File: config.mk
export PLATFORM = sky130hd
export DESIGN_NAME = piso_serializer
export DESIGN_NICKNAME = d
export VERILOG_FILES = /design/src/rtl/siso_pkg.sv /design/src/rtl/piso_serializer.sv
export SDC_FILE = /design/constraint.sdc
export NUM_CORES = 1
export LEC_CHECK = 0
export ABC_CLOCK_PERIOD_IN_PS = 2210
export BUFFER_PORTS_ARGS = -buffer_cell sky130_fd_sc_hd__buf_2
export CORE_AREA = 10 10 47 49
export CTS_CLUSTER_DIAMETER = 80
export DETAILED_ROUTE_END_ITERATION = 16
export DIE_AREA = 0 0 57 59
export GPL_TIMING_DRIVEN = 0
export PLACE_DENSITY = 0.61
export SLEW_MARGIN = 0
export SYNTH_ARGS = -nofsm -noshare
export SYNTH_HDL_FRONTEND = slang
export SYNTH_SLANG_ARGS = --single-unit
File: constraint.sdc
create_clock -name Clk -period 2.21 [get_ports Clk]
set_clock_uncertainty 0.05 [all_clocks]
set_input_delay 0.3315 -clock Clk [delete_from_list [all_inputs] [get_ports Clk]]
set_output_delay 0.3315 -clock Clk [all_outputs]
set_load 0.02 [all_outputs]
File: src/rtl/siso_pkg.sv
// Shared definitions for the serializer front end and the downstream shift chain.
package siso_pkg;

    // Word width shared with the four-stage downstream chain.
    localparam int unsigned DEFAULT_WIDTH = 4;

    typedef enum logic {
        IDLE  = 1'b0,
        SHIFT = 1'b1
    } state_t;

    // Bit-counter width able to hold values 0..width.
    function automatic int unsigned cnt_width(input int unsigned width);
        return $clog2(width + 1);
    endfunction

endpackage

File: src/rtl/piso_serializer.sv
// Parallel-in/serial-out serializer: WIDTH-bit words in over valid/ready,
// one bit per clock out on sout, back-to-back words without idle gaps.
// Optional even-parity trailer bit when PISO_PARITY_EN is defined.
module piso_serializer
    import siso_pkg::*;
#(
    parameter int unsigned WIDTH     = DEFAULT_WIDTH,
    parameter bit          MSB_FIRST = 1'b1
) (
    input  logic             Clk,
    input  logic             rst,
    input  logic [WIDTH-1:0] din,
    input  logic             din_valid,
    output logic             din_ready,
    output logic             sout,
    output logic             sout_valid,
    output logic             frame_start,
    output logic             busy
);

`ifdef PISO_PARITY_EN
    localparam int unsigned FRAME_LEN = WIDTH + 1;
`else
    localparam int unsigned FRAME_LEN = WIDTH;
`endif
    localparam int unsigned CW = cnt_width(WIDTH);
    localparam logic [CW-1:0] LAST_CNT = CW'(FRAME_LEN - 1);

    state_t           state_q, state_d;
    logic [CW-1:0]    cnt_q, cnt_d;
    logic [WIDTH-1:0] sreg_q, sreg_d;
    logic             sout_d, sout_valid_d, frame_start_d, busy_d;
    logic             accept, last_cycle;
    logic             first_bit, cur_bit;
    logic [WIDTH-1:0] din_sh, sreg_sh;
`ifdef PISO_PARITY_EN
    logic             par_q, par_d;
`endif

    // State and registered outputs; synchronous reset aborts any word in flight.
    always_ff @(posedge Clk) begin
        if (rst) begin
            state_q     <= IDLE;
            cnt_q       <= '0;
            sreg_q      <= '0;
            sout        <= 1'b0;
            sout_valid  <= 1'b0;
            frame_start <= 1'b0;
            busy        <= 1'b0;
`ifdef PISO_PARITY_EN
            par_q       <= 1'b0;
`endif
        end else begin
            state_q     <= state_d;
            cnt_q       <= cnt_d;
            sreg_q      <= sreg_d;
            sout        <= sout_d;
            sout_valid  <= sout_valid_d;
            frame_start <= frame_start_d;
            busy        <= busy_d;
`ifdef PISO_PARITY_EN
            par_q       <= par_d;
`endif
        end
    end

    // Next-state and next-output logic. sout is registered, so the bit
    // presented next cycle is chosen here and the remainder kept in sreg.
    always_comb begin
        state_d       = state_q;
        cnt_d         = cnt_q;
        sreg_d        = sreg_q;
        sout_d        = 1'b0;
        sout_valid_d  = 1'b0;
        frame_start_d = 1'b0;
        busy_d        = 1'b0;
`ifdef PISO_PARITY_EN
        par_d         = par_q;
`endif

        if (MSB_FIRST) begin
            first_bit = din[WIDTH-1];
            din_sh    = {din[WIDTH-2:0], 1'b0};
            cur_bit   = sreg_q[WIDTH-1];
            sreg_sh   = {sreg_q[WIDTH-2:0], 1'b0};
        end else begin
            first_bit = din[0];
            din_sh    = {1'b0, din[WIDTH-1:1]};
            cur_bit   = sreg_q[0];
            sreg_sh   = {1'b0, sreg_q[WIDTH-1:1]};
        end

        last_cycle = (state_q == SHIFT) && (cnt_q == LAST_CNT);
        din_ready  = (state_q == IDLE) || last_cycle;
        accept     = din_valid && din_ready;

        if (accept) begin
            state_d       = SHIFT;
            cnt_d         = '0;
            sreg_d        = din_sh;
            sout_d        = first_bit;
            sout_valid_d  = 1'b1;
            frame_start_d = 1'b1;
            busy_d        = 1'b1;
`ifdef PISO_PARITY_EN
            par_d         = ^din;
`endif
        end else if (state_q == SHIFT) begin
            if (last_cycle) begin
                state_d = IDLE;
                cnt_d   = '0;
            end else begin
                cnt_d        = cnt_q + CW'(1);
                sreg_d       = sreg_sh;
                sout_d       = cur_bit;
                sout_valid_d = 1'b1;
                busy_d       = 1'b1;
`ifdef PISO_PARITY_EN
                if (cnt_q == CW'(WIDTH - 1)) begin
                    sout_d = par_q;
                end
`endif
            end
        end
    end

endmodule
## Word level (Yosys, flattened, before mapping)

Cells that the tools add are included.

| word-level totals | value |
|---|---|
| output and inout port bits | 5 |
| bits of input ports | 7 |
| word-level logic and storage cells | 26 |
| bits in registers | 9 |

| cells by class | value |
|---|---|
| add/subtract/negate cells | 1 |
| mux-type cells | 11 |
| bitwise gates (word level) | 1 |
| equal/unequal tests | 2 |
| reduce and logical (&&, ||, !) cells | 6 |

Operator list:

| cell | count |
|---|---|
| $mux 4 | 3 |
| $mux 1 | 7 |
| $add 3x1->3 const B | 1 |
| $eq 3x2->1 const B | 1 |
| $mux 3 | 1 |
| $logic_and 1x1->1 | 2 |
| $ne 2x2->1 const B | 1 |
| $reduce_and 2->1 | 1 |
| $reduce_bool 2->1 | 1 |
| $reduce_or 2->1 | 1 |
| $logic_or 1x1->1 | 1 |
| $not 1->1 | 1 |

## Logic depth before layout (Yosys ltp)

| depth | value |
|---|---|
| word-level depth | 6 |
| mapped depth | 5 |
| mapped depth without buffers | 5 |

## Worst setup path after synthesis

OpenSTA, ideal clock, no wires.

| timing path | value |
|---|---|
| kind | register to output |
| start point | register cnt_q[0] |
| end point | output din_ready |
| buffers on the path | 0 |
| cell stages (with the launch flop) | 5 |
| data required time | 1.829 ns |
| slack | 0.921 ns |
| arrival | 0.907 ns |
| cells stage by stage | dfxtp_1 ha_1 nand2b_4 and2_4 inv_4 |

| on the way | value |
|---|---|
| word-level cells in the longest chain between the ends | 3 |

RTL lines:

| item | line | text |
|---|---|---|
| start: declaration | piso_serializer.sv:30 | `logic [CW-1:0] cnt_q, cnt_d;` |
| start signal: assignment | piso_serializer.sv:55 | `cnt_q <= cnt_d;` |
| $eq 3x2->1 | piso_serializer.sv:93 | `last_cycle = (state_q == SHIFT) && (cnt_q == LAST_CNT);` |
| $logic_and 1x1->1 | piso_serializer.sv:93 |  |
| $logic_or 1x1->1 | piso_serializer.sv:94 | `din_ready = (state_q == IDLE) \|\| last_cycle;` |
| end: declaration | piso_serializer.sv:14 | `output logic din_ready,` |

Every way passes these cells.

## Worst setup path in the final report

Ends and elaborated chain as after synthesis.

==> out/qor.yml <==
outcome: "finished, final reports clean"
timing.final.max_slew_violations: 0
die-width_um: 57
ys_seq_area_share_pct: 43.0
cts_hold_buf: 0
final_cell_mix: "11 x buf_2, 9 x dfxtp_1, 4 x clkbuf_4, 4 x mux2i_1, 3 x a221oi_2"
io_pins: 12
wl_um: 791
hold_viol_final: 0
crit_arrival_ps: 1380
vias: 311
grt_pass1_wl_um: 1390
start_util_pct: 29.9
ys_seq_elements: 9
layout_commonest_cell: "buf_2"
drtIter0Drc: 2
ys_warn_count: 0
syn_nets: 46
tightest_slew_ps: 165
syn_area_um2: 419
via_per_inst: 4.64
drive_gt1_share_pct: 47.1
place_congestion: 0.675
antenna_found_initial: 0
rsz0062_at_grt: "false"
avgSynthCellArea_um2: 11.0
port_buffers: 9
fp.coreArea_um2: 1400
cp_max_fo: 6
grt-ovfl-total: 0
die-area_um2: 3360
fin_crit_ps: 1760
cpMaxStageDelayCell: "dfxtp_1"
worst_skew_pair.late_latency_ps: 260
detail-route-antenna-nets: 0
top_usage_layer: "met2"
setup_violations: 0
ir_drop_v: 0.000316
drc: 0
hold_slack_ps: 318
hp-start: "rst"
synth_cells: 38
crit_chain: "ha_1 -> nand2b_4 -> and2_4 -> inv_4 -> buf_2"
cts_resized: 0
cp_data_required_time_ps: 1830
grt_usage_pct: 5.42
post_drt_wl_per_cell_um: 11.8
power.density_nw_per_um2: 703
clk_pin_slew_ps: 60
yosys.cell_types.count: 19
use_met1_pct: 5.28
cts_buffers: 3
path_class: "reg -> out"
cts-root-buf: "clkbuf_4"
rows: 14
die_h_um: 59
fmax_mhz: 568
startpoint_type: "register"
grt_use_met3_pct: 4.08
worstSetupStartpoint: "cnt_q[0]"
relSlewSlack_pct: 88.7
layout.nets: 60
hp-class: "in -> reg"
cts_tree: "yes"
cts_setup_buffers: 0
grt_max_degree: 10
area_delta_synth_final_pct: 21.8
rr_startpoint: "cnt_q[0]"
grt_pass1_vias: 320
first_pass_iters: 3
finalCritPeriodShare_pct: 79.6
clockBufferDepth: 2
p_leak_uw: 0.000228
cts.sinks: 9
drv_cap: 0
n_antenna_cell: 0
htreeDepth: 1
hpwl_um: 627
slowest_delay_ps: 360
met2_usage_pct: 8.22
tns_ps: 0
cp-end-kind: "output pin"
==> kinds of logic (layout without fill, tap and decap cells) <==
logic type	Yosys count	after routing	share of synthesized area, %
AO/OA/AOI/OAI	8	8	20.9
multiplexers	4	4	9.55
adder cells (fa/ha/maj)	1	1	2.98
AND/OR/NAND/NOR	9	9	14.3
flip-flops	9	9	43.0
buffers and inverters	7	20	9.26
==> synthesized netlist by cell type <==
library cell	count	area, um2
a211oi_2	1	12.5
nor2b_1	2	12.5
inv_4	1	6.26
and2_4	1	8.76
nand2_1	2	7.51
clkbuf_4	1	7.51
a21oi_1	2	10.0
a221oi_2	3	45.0
mux2i_1	4	40.0
nand2b_4	1	13.8
a31o_2	1	8.76
nor3_1	2	10.0
o2111a_1	1	11.3
buf_2	2	10.0
nand3b_1	1	7.51
buf_4	1	7.51
ha_1	1	12.5
inv_1	2	7.51
dfxtp_1	9	180
==> sequential cells by signal, summed over array words and instances (netlist names) <==
| name | cells |
|---|---|
| sout | 1 |
| cnt_q | 3 |
| frame_start | 1 |
| state_q | 1 |
| sreg_q | 3 |
==> final timing paths <==
path / end / slack [ps] / cells past startpoint
max: din_ready / 450 / 5
max reg2reg: sreg_q[2] / 950 / 5
min: sreg_q[3] / 320 / 2
min reg2reg: cnt_q[2] / 410 / 1
==> power by group <==
| group | leakage, uW | switching [uW] | internal [uW] |
|---|---|---|---|
| sequential | 0.0000741 | 4.53 | 172 |
| clock | 0.0000150 | 54.2 | 69.4 |
| combinational | 0.000139 | 32.9 | 26.1 |
==> metrics by stage <==
step	setup WS, ps	util (%)	total power (uW)	instance area, um2	cells
detailed placement	716	34.6	240	484	63
floorplan	921	-	224	419	38
finish	450	36.4	359	510	67
CTS	435	36.4	366	510	67
global placement	716	34.6	239	484	63
global route	354	36.4	381	510	67
==> layer usage <==
metal	vias up	share of wire, %
li1	162	-
met1	135	46
met2	12	41
met3	2	11
met4	0	1.5
met5	-	0
==> area by class of cell <==
cell class,instances,area [um2]
timing repair buffer,9,45.0
sequential,9,180
inverter,3,13.8
fill,150,891
tap,16,20.0
multi-input combinational,22,200
buffer,4,25.0
clock buffer,4,26.3
==> critical path, delay by kind of cell (launching register included) <==
kind                     cells  cell delay [ps]
buffers and inverters        2              260
flip-flops                   1              360
AND/OR/NAND/NOR              2              270
adder cells (fa/ha/maj)      1              230
Note: power is estimated with default switching activity, not from simulation.
